--- config.mk ---
export PLATFORM = sky130hd
export DESIGN_NAME = idc_stream
export DESIGN_NICKNAME = d
export VERILOG_FILES = /design/src/rtl/idc_pkg.sv /design/src/rtl/idc_weight_lut.sv /design/src/rtl/idc_stream.sv
export SDC_FILE = /design/constraint.sdc
export NUM_CORES = 1
export LEC_CHECK = 0
export ABC_CLOCK_PERIOD_IN_PS = 12400
export CAP_MARGIN = 20
export CORE_MARGIN = 2
export CORE_UTILIZATION = 45
export DETAILED_ROUTE_END_ITERATION = 10
export PLACE_DENSITY = 0.65
export SYNTH_ARGS = -nofsm -noshare
export SYNTH_HDL_FRONTEND = slang
export SYNTH_HIERARCHICAL = 1
export SYNTH_SLANG_ARGS = --single-unit
--- constraint.sdc ---
create_clock -name clk -period 12.4 [get_ports clk]
set_clock_uncertainty 0.2 [all_clocks]
set_input_delay 1.24 -clock clk [delete_from_list [all_inputs] [get_ports clk]]
set_output_delay 1.24 -clock clk [all_outputs]
set_load 0.01 [all_outputs]
--- src/rtl/idc_pkg.sv ---
// Shared types and constants for the ID check-digit stream validator.
package idc_pkg;

    typedef enum logic {
        MODE_NATIONAL = 1'b0,
        MODE_LUHN     = 1'b1
    } mode_e;

    typedef enum logic {
        StIdle    = 1'b0,
        StCollect = 1'b1
    } state_e;

    typedef struct packed {
        logic valid;
        logic legal;
        logic abort;
    } result_t;

    localparam logic [5:0] LETTER_MIN = 6'd10;
    localparam logic [5:0] LETTER_MAX = 6'd35;
    localparam logic [5:0] DIGIT_MAX  = 6'd9;

    // Positions 0..15 cover the largest legal NUM_DIGITS of 16.
    localparam int unsigned POS_W = 4;

    function automatic logic [3:0] add_mod10(input logic [3:0] a, input logic [3:0] b);
        logic [4:0] s;
        s = {1'b0, a} + {1'b0, b};
        return (s >= 5'd10) ? 4'(s - 5'd10) : s[3:0];
    endfunction

endpackage

--- src/rtl/idc_weight_lut.sv ---
// Per-symbol weighted contribution (mod 10) and range check for both checksum schemes.
module idc_weight_lut
    import idc_pkg::*;
#(
    parameter int unsigned NUM_DIGITS = 10
) (
    input  mode_e            mode_i,
    input  logic [POS_W-1:0] pos_i,
    input  logic [5:0]       sym_i,
    output logic [3:0]       contrib_o,
    output logic             err_o
);

    logic [3:0] sym_lo;
    logic [3:0] sym_hi;
    logic [3:0] rdist;
    logic [3:0] weight;
    logic [7:0] raw;

    always_comb begin
        sym_lo = 4'(sym_i % 6'd10);
        sym_hi = 4'(sym_i / 6'd10);
        rdist  = POS_W'(NUM_DIGITS - 1) - pos_i;
        // The check digit carries weight 1 rather than its zero distance.
        weight = (rdist == 4'd0) ? 4'd1 : rdist;
        raw    = 8'd0;
        err_o  = 1'b0;
        if (mode_i == MODE_NATIONAL) begin
            if (pos_i == '0) begin
                err_o = (sym_i < LETTER_MIN) || (sym_i > LETTER_MAX);
                raw   = {4'd0, sym_hi} + 8'(sym_lo) * 8'd9;
            end else begin
                err_o = sym_i > DIGIT_MAX;
                raw   = 8'(sym_lo) * 8'(weight);
            end
        end else begin
            err_o = sym_i > DIGIT_MAX;
            if (rdist[0]) begin
                raw = (sym_lo > 4'd4) ? 8'(sym_lo) * 8'd2 - 8'd9 : 8'(sym_lo) * 8'd2;
            end else begin
                raw = 8'(sym_lo);
            end
        end
    end

    assign contrib_o = 4'(raw % 8'd10);

endmodule

--- src/rtl/idc_stream.sv ---
// Streaming ID validator: accumulates a mod-10 weighted checksum one symbol per cycle
// and emits a legal/abort result three edges after the closing symbol.
module idc_stream
    import idc_pkg::*;
#(
    parameter int unsigned NUM_DIGITS = 10,
    parameter int unsigned CNT_W      = 8
) (
    input  logic             clk,
    input  logic             rst,
    input  logic             in_valid,
    input  logic             in_mode,
    input  logic [5:0]       in_id,
    output logic             out_valid,
    output logic             out_legal_id,
    output logic             out_abort,
    output logic [CNT_W-1:0] legal_cnt,
    output logic [CNT_W-1:0] illegal_cnt,
    output logic             busy
);

    localparam logic [POS_W-1:0] LastPos = POS_W'(NUM_DIGITS - 1);
    localparam logic [CNT_W-1:0] CntMax  = {CNT_W{1'b1}};

    state_e           state_q, state_d;
    mode_e            mode_q, mode_d, cur_mode;
    logic [POS_W-1:0] pos_q, pos_d, cur_pos;
    logic [3:0]       acc_q, acc_d, acc_sum, contrib;
    logic             err_q, err_d, err_sum, lut_err;
    logic             in_idle, last_sym, abort_id;
    result_t          res_d, s1_q, s2_q, out_q;
    logic [CNT_W-1:0] legal_cnt_q, legal_cnt_d;
    logic [CNT_W-1:0] illegal_cnt_q, illegal_cnt_d;

    idc_weight_lut #(
        .NUM_DIGITS (NUM_DIGITS)
    ) u_weight_lut (
        .mode_i    (cur_mode),
        .pos_i     (cur_pos),
        .sym_i     (in_id),
        .contrib_o (contrib),
        .err_o     (lut_err)
    );

    always_ff @(posedge clk) begin
        if (rst) begin
            state_q <= StIdle;
        end else begin
            state_q <= state_d;
        end
    end

    always_comb begin
        state_d = state_q;
        unique case (state_q)
            StIdle:    if (in_valid) state_d = StCollect;
            StCollect: if (!in_valid || last_sym) state_d = StIdle;
            default:   state_d = StIdle;
        endcase
    end

    always_comb begin
        busy = (state_q == StCollect);
    end

    // Symbol 0 is scored in IDLE, so its mode and position come straight from the inputs.
    always_comb begin
        in_idle  = (state_q == StIdle);
        cur_pos  = in_idle ? '0 : pos_q;
        cur_mode = in_idle ? mode_e'(in_mode) : mode_q;
        acc_sum  = add_mod10(in_idle ? 4'd0 : acc_q, contrib);
        err_sum  = lut_err | (~in_idle & err_q);
        last_sym = ~in_idle & in_valid & (pos_q == LastPos);
        abort_id = ~in_idle & ~in_valid;
        mode_d   = (in_idle && in_valid) ? cur_mode : mode_q;

        if (in_valid && !last_sym) begin
            pos_d = cur_pos + POS_W'(1);
            acc_d = acc_sum;
            err_d = err_sum;
        end else begin
            pos_d = '0;
            acc_d = 4'd0;
            err_d = 1'b0;
        end

        res_d.valid = last_sym | abort_id;
        res_d.legal = last_sym & (acc_sum == 4'd0) & ~err_sum;
        res_d.abort = abort_id;
    end

    always_comb begin
        legal_cnt_d   = legal_cnt_q;
        illegal_cnt_d = illegal_cnt_q;
        if (s2_q.valid && !s2_q.abort) begin
            if (s2_q.legal) begin
                if (legal_cnt_q != CntMax) legal_cnt_d = legal_cnt_q + CNT_W'(1);
            end else begin
                if (illegal_cnt_q != CntMax) illegal_cnt_d = illegal_cnt_q + CNT_W'(1);
            end
        end
    end

    // Counters advance on the same edge that raises out_valid.
    always_ff @(posedge clk) begin
        if (rst) begin
            mode_q        <= MODE_NATIONAL;
            pos_q         <= '0;
            acc_q         <= 4'd0;
            err_q         <= 1'b0;
            s1_q          <= '0;
            s2_q          <= '0;
            out_q         <= '0;
            legal_cnt_q   <= '0;
            illegal_cnt_q <= '0;
        end else begin
            mode_q        <= mode_d;
            pos_q         <= pos_d;
            acc_q         <= acc_d;
            err_q         <= err_d;
            s1_q          <= res_d;
            s2_q          <= s1_q;
            out_q         <= s2_q;
            legal_cnt_q   <= legal_cnt_d;
            illegal_cnt_q <= illegal_cnt_d;
        end
    end

    assign out_valid    = out_q.valid;
    assign out_legal_id = out_q.legal;
    assign out_abort    = out_q.abort;
    assign legal_cnt    = legal_cnt_q;
    assign illegal_cnt  = illegal_cnt_q;

endmodule

==> metrics.md, run 1 <==
| Metric | Value |
|---|---|
| Cell seen most often among critical-path stages | `inv_1` |
| Outcome | `finished clean` |
| Pins Over Slew Limit | `0` |
| Wirelength per Cell | `14.1 µm` |
| Syn nets | `507` |
| Final worst path period share | `89.4%` |
| Share of the yosys chip area belonging to registers | `19.7%` |
| Core ar. | `7810 µm²` |
| 1st-iter DRT viols | `179` |
| Fill cells | `777` |
| Max Root-Sink Buffers | `2` |
| Hold-fix buffers at CTS | `0` |
| Routability congestion estimate | `0.896` |
| Antenna violations before repair | `0` |
| Row cnt | `32` |
| CP startpoint kind | `input pin` |
| Area Overhead vs Synth | `11.9%` |
| Worst-margin pin slew | `0.842 ns` |
| Net load switching power | `259 µW` |
| Max incr delay on CP | `0.83 ns` |
| Htree depth | `2` |
| Final Hold Fails | `0` |
| Dominant synthesized flop cell | `dfxtp_1` |
| Top post-synthesis cells by area | `dfxtp_1, ha_1, nor2_1` |
| Flop pwr share | `21.2%` |
| Critical setup path kind | `in2reg` |
| Post-synth top area cell | `dfxtp_1` |
| Crit path arrival time | `11.10 ns` |
| DRT Pass-1 Iters | `4` |
| RSZ-0062 raised after global routing | `false` |
| P per Cell Area | `140 nW/µm²` |
| Synth top cells by count | `nor2_1, dfxtp_1, ha_1` |
| Root Driver | `clkbuf_8` |
| DP Worst Slack | `1.21 ns` |
| Via count | `3383` |
| Num CTS Buffers | `5` |
| Worst hold margin | `0.245 ns` |
| Antenna Cells | `0` |
| Yosys cell types | `81` |
| Synthesized instance count | `456` |
| DR vias/cell | `5.82` |
| Setup TNS | `0 ns` |
| Port Buf Inserts | `29` |
| Die area | `8850 µm²` |
| Warnings from Yosys | `6` |
| Max-cap violations | `0` |
| Final min period | `11.09 ns` |
| CTS Sinks | `36` |
| Post CTS Setup Buffer Count | `0` |
| Crit Path Max Fanout | `17` |
| First-pass GRT wire length | `14.3 mm` |
| Number of synthesized flops with an enable pin | `0` |
| Fmax achieved | `0.0902 GHz` |
| Largest net degree at the start of global routing | `26` |
| Final antenna-violating net count | `0` |
| Die Height | `94.1 µm` |
| CP required | `12.42 ns` |
| Reg clk slew, reported paths | `0.07 ns` |
| Layout cell share with drive strength beyond 1 | `8.35%` |
| Top-count cell post-synth | `nor2_1` |
| Pint | `313 µW` |
| Setup violations, final | `0` |
| Post-synthesis async set-or-reset flop share | `0%` |
| FF+latch count, synth | `36` |
| Pleak | `0.00165 µW` |
| # IOs | `30` |
| Die width | `94.1 µm` |
| Switching fraction of total power | `45.3%` |
| CTS tree | `done` |
| Post-route DRC | `0` |
| HPWL Detailed | `6.25 mm` |
| VDD IR max | `0.0664 mV` |
| Critical path's slowest cell | `clkdlybuf4s50_1` |
| Post-CTS sizing | `0` |
| Layout Nets | `529` |
| Area share of the largest cell type after synthesis | `19.7%` |
| Setup slack after layout | `1.31 ns` |
| Hold WC Path Type | `reg2reg` |
| Vias in the first global route | `3219` |
| Combinational power share | `64.7%` |
| GRT overflow | `0` |
| Clock latency on the worst-skew pair | `0.29 ns` |
| Initial Util | `46.8%` |
| All-Layer GR Usage | `19.3%` |
| Setup crit end kind | `register` |
| Synthesized area per cell | `8.01 µm²` |
| Slew HR | `43.7%` |
| Synthesized cell area | `3650 µm²` |
| Clock power frac | `14.1%` |
| Final WL | `8.16 mm` |
-- cell usage in the layout, fill, tap and decap left out, drive strengths merged, types with 6 or more instances in the layout --
| master | instances |
|---|---|
| nor2 | 51 |
| inv | 34 |
| nor3b | 7 |
| and2 | 18 |
| nand2 | 25 |
| mux2i | 8 |
| nor3 | 17 |
| o21ai | 21 |
| or2 | 6 |
| ha | 35 |
| dfxtp | 36 |
| a211oi | 12 |
| a31oi | 7 |
| nor2b | 13 |
| fa | 6 |
| a21oi | 19 |
| clkdlybuf4s50 | 29 |
| nor4 | 7 |
| xnor2 | 21 |
| nand3 | 10 |
-- registers in the layout, summed over array words and instances, names as in the netlist --
name	flops
acc_q	4
err_q	1
busy	1
legal_cnt	8
out_abort	1
illegal_cnt	8
out_valid	1
s1_q	3
pos_q	4
s2_q	3
mode_q	1
out_legal_id	1
-- cell type report --
type / count / area, µm² / area share [%]
Clock inverter: 3 / 18.8 / 0.460
Timing Repair Buffer: 30 / 298 / 7.29
Inverter: 35 / 133 / 3.25
Sequential cell: 36 / 721 / 17.6
Tap cell: 102 / 128 / 3.12
Multi-Input combinational cell: 370 / 2720 / 66.5
Clock buffer: 5 / 68.8 / 1.69
-- final timing paths --
check            from  endpoint  slack, ns  cells past startpoint
max          in_id[5]   s1_q[1]       1.31                     39
min           s1_q[2]   s2_q[2]       0.24                      1
max reg2reg      busy   s1_q[1]       2.80                     35
min reg2reg   s1_q[2]   s2_q[2]       0.24                      1
-- worst max-delay path: cells and delay by family --
family	cells	cell delay [ns]
fa+ha+maj	8	3.04
buf+inv	6	1.30
xor+xnor	3	0.50
mux	1	0.31
compound gates	15	3.33
simple gates	6	1.38
-- kinds of logic after synthesis --
kind of cell             after synthesis  synth area share (%)
AND/OR/NAND/NOR                      184                  26.8
AO/OA/AOI/OAI                        109                  22.7
buffers and inverters                 50                  5.83
adder cells (fa/ha/maj)               42                  15.6
flip-flops                            36                  19.7
XOR/XNOR                              24                  6.17
multiplexers                          11                  3.22
-- per-layer routing --
metal / up-vias / GRT usage, % / routed length (µm)
li1: 1693 / - / -
met1: 1607 / 26.3 / 4040
met2: 68 / 31.5 / 3650
met3: 15 / 2.97 / 340
met4: 0 / 5.80 / 131
met5: - / 0 / 0
-- power by group through the flow --
stage	combinational [µW]	sequential [µW]	clock (µW)
2_1_floorplan	301	123	0
3_3_place_gp	357	124	0
3_5_place_dp	363	124	0
4_1_cts	366	121	84.4
5_1_grt	415	121	89.6
6_report	370	121	80.9
-- stage by stage --
stage	instances	util, %	power, µW	instance area [µm²]
after floorplan	456	-	424	3650
after global placement	573	51.2	480	4000
after detailed placement	573	51.2	487	4000
after CTS	581	52.3	572	4080
after global routing	581	52.3	626	4080
final	581	52.3	572	4080
(Power assumes the default switching activity.)
==> run 2: changes to the inputs <==
Settings changed: CORE_UTILIZATION 45 to 50, PLACE_DENSITY 0.65 to 0.71.
==> run 2 against run 1 <==
  * Cell count shrank 0.52%
  * Maximum frequency grew 1.1%
  * Via count shrank 1.2%
  * Hold slack gained 0.0022 ns
  * Core utilization grew 4.5 points
  * Non-clock buffer count is the same
  * Die area shrank 9.6%
  * Largest cell class unchanged
==> metrics.md, run 2 (synthesis gave the netlist of run 1 again) <==
| Metric | Value |
|---|---|
| Power Total | `568 µW` |
| Layout cell share with drive strength beyond 1 | `7.93%` |
| Outcome | `finished clean` |
| Final antenna-violating net count | `0` |
| Core ar. | `7180 µm²` |
| # IOs | `30` |
| Design area | `4080 µm²` |
| Reg clk slew, reported paths | `0.07 ns` |
| GRT overflow | `0` |
| Clock power frac | `13.9%` |
| Pint | `314 µW` |
| DP Area | `3990 µm²` |
| Die Height | `89.5 µm` |
| Critical setup path kind | `in2reg` |
| Wirelength per Cell | `14.1 µm` |
| Worst-margin pin slew | `0.879 ns` |
| Max-cap violations | `0` |
| DR vias/cell | `5.78` |
| Pins Over Slew Limit | `0` |
| Num CTS Buffers | `5` |
| Setup violations, final | `0` |
| Area Overhead vs Synth | `11.7%` |
| Port Buf Inserts | `29` |
| Most frequent cells in the layout | `nor2_1, dfxtp_1, ha_1` |
| Crit Path Max Fanout | `17` |
| Crit path arrival time | `10.97 ns` |
| Initial Util | `50.9%` |
| Critical path's slowest cell | `clkdlybuf4s50_1` |
| Net load switching power | `254 µW` |
| Hold-fix buffers at CTS | `0` |
| All-Layer GR Usage | `20.6%` |
| Final min period | `10.97 ns` |
| Die area | `8000 µm²` |
| Setup crit end kind | `register` |
| RSZ-0062 raised after global routing | `false` |
| VDD IR max | `0.0724 mV` |
| Fmax achieved | `0.0912 GHz` |
| Most common cell after layout, fill and taps aside | `nor2_1` |
| CP required | `12.40 ns` |
| Antenna Cells | `0` |
| Post CTS Setup Buffer Count | `0` |
| Antenna violations before repair | `0` |
| Largest net degree at the start of global routing | `26` |
| Clock latency on the worst-skew pair | `0.28 ns` |
| 1st-iter DRT viols | `209` |
| Max incr delay on CP | `0.82 ns` |
| Via count | `3342` |
| DRT Pass-1 Iters | `5` |
| Flop pwr share | `21.4%` |
| Root Driver | `clkbuf_8` |
| CTS tree | `done` |
| Post-route DRC | `0` |
| First-pass GRT wire length | `13.3 mm` |
| Final WL | `8.15 mm` |
| Final worst path period share | `88.4%` |
| Vias in the first global route | `2943` |
| P per Cell Area | `139 nW/µm²` |
| CTS Sinks | `36` |
| CP startpoint kind | `input pin` |
| Dpl cells | `570` |
| Non-Filler Instances | `578` |
| Layout Nets | `529` |
| Reg-to-reg slack, setup | `2.97 ns` |
| Post-CTS sizing | `0` |
| Hold WC Path Type | `reg2reg` |
| Setup TNS | `0 ns` |
| Max Root-Sink Buffers | `2` |
| Cell seen most often among critical-path stages | `inv_1` |
| Die width | `89.5 µm` |
| Pleak | `0.00164 µW` |
| Switching fraction of total power | `44.7%` |
| Final Hold Fails | `0` |
| Htree depth | `2` |
| HPWL Detailed | `6.34 mm` |
| Row cnt | `31` |
| Routability congestion estimate | `0.907` |
| Combinational power share | `64.7%` |
| Slew HR | `41.2%` |
[run 2: cell count changes in the layout (fill, tap and decap cells not counted), sizes merged]
cell,previous run,this run
clkinv,4,2
clkbuf,5,7
[run 2: worst max-delay path: cells and delay by family]
kind                       cells  cell delay [ns]
AOI/OAI and AO/OA             17             3.80
xor gates and xnor gates       3             0.44
adders and majority gates      8             2.99
buffers and inverters          6             1.27
muxes                          1             0.31
and+or+nand+nor                4             0.93
[run 2: area by class of cell]
type | instances | area (µm²)
fillers | 652 | 3100
multi-input cells | 370 | 2720
flip-flops and latches | 36 | 721
repair buffers | 30 | 298
inverters | 35 | 133
well taps | 99 | 124
clock buffers | 7 | 76.3
clock inverters | 1 | 8.76
[run 2: power by group through the flow]
| stage | logic [µW] | clock network (µW) | registers (µW) |
|---|---|---|---|
| floorplan | 301 | 0 | 123 |
| global placement | 355 | 0 | 124 |
| detailed placement | 362 | 0 | 124 |
| CTS | 365 | 81.3 | 121 |
| global route | 407 | 86.9 | 122 |
| finish | 367 | 79.1 | 121 |
[run 2: worst paths after layout]
| kind | to | start | depth (start not counted) |
|---|---|---|---|
| setup / recovery | s1_q[1] | in_id[5] | 39 |
| setup reg to reg | s1_q[1] | busy | 35 |
| hold reg to reg | s2_q[2] | s1_q[2] | 1 |
| hold / removal | s2_q[2] | s1_q[2] | 1 |
[run 2: stage by stage]
stage / util [%] / worst slack, ns / hold WS [ns]
3_3_place_gp: 55.6 / 1.53 / 0.218
6_report: 56.8 / 1.43 / 0.247
5_1_grt: 56.8 / 0.850 / 0.268
2_1_floorplan: - / 2.55 / 0.214
3_5_place_dp: 55.6 / 1.28 / 0.231
4_1_cts: 56.8 / 1.54 / 0.249
[run 2: per-layer routing]
layer	vias up	global-route usage [%]	part of all wire, %
li1	1695	-	-
met3	9	2.31	4.0
met4	0	5.70	1.2
met2	89	33.6	47
met1	1549	28.7	48
met5	-	0	0
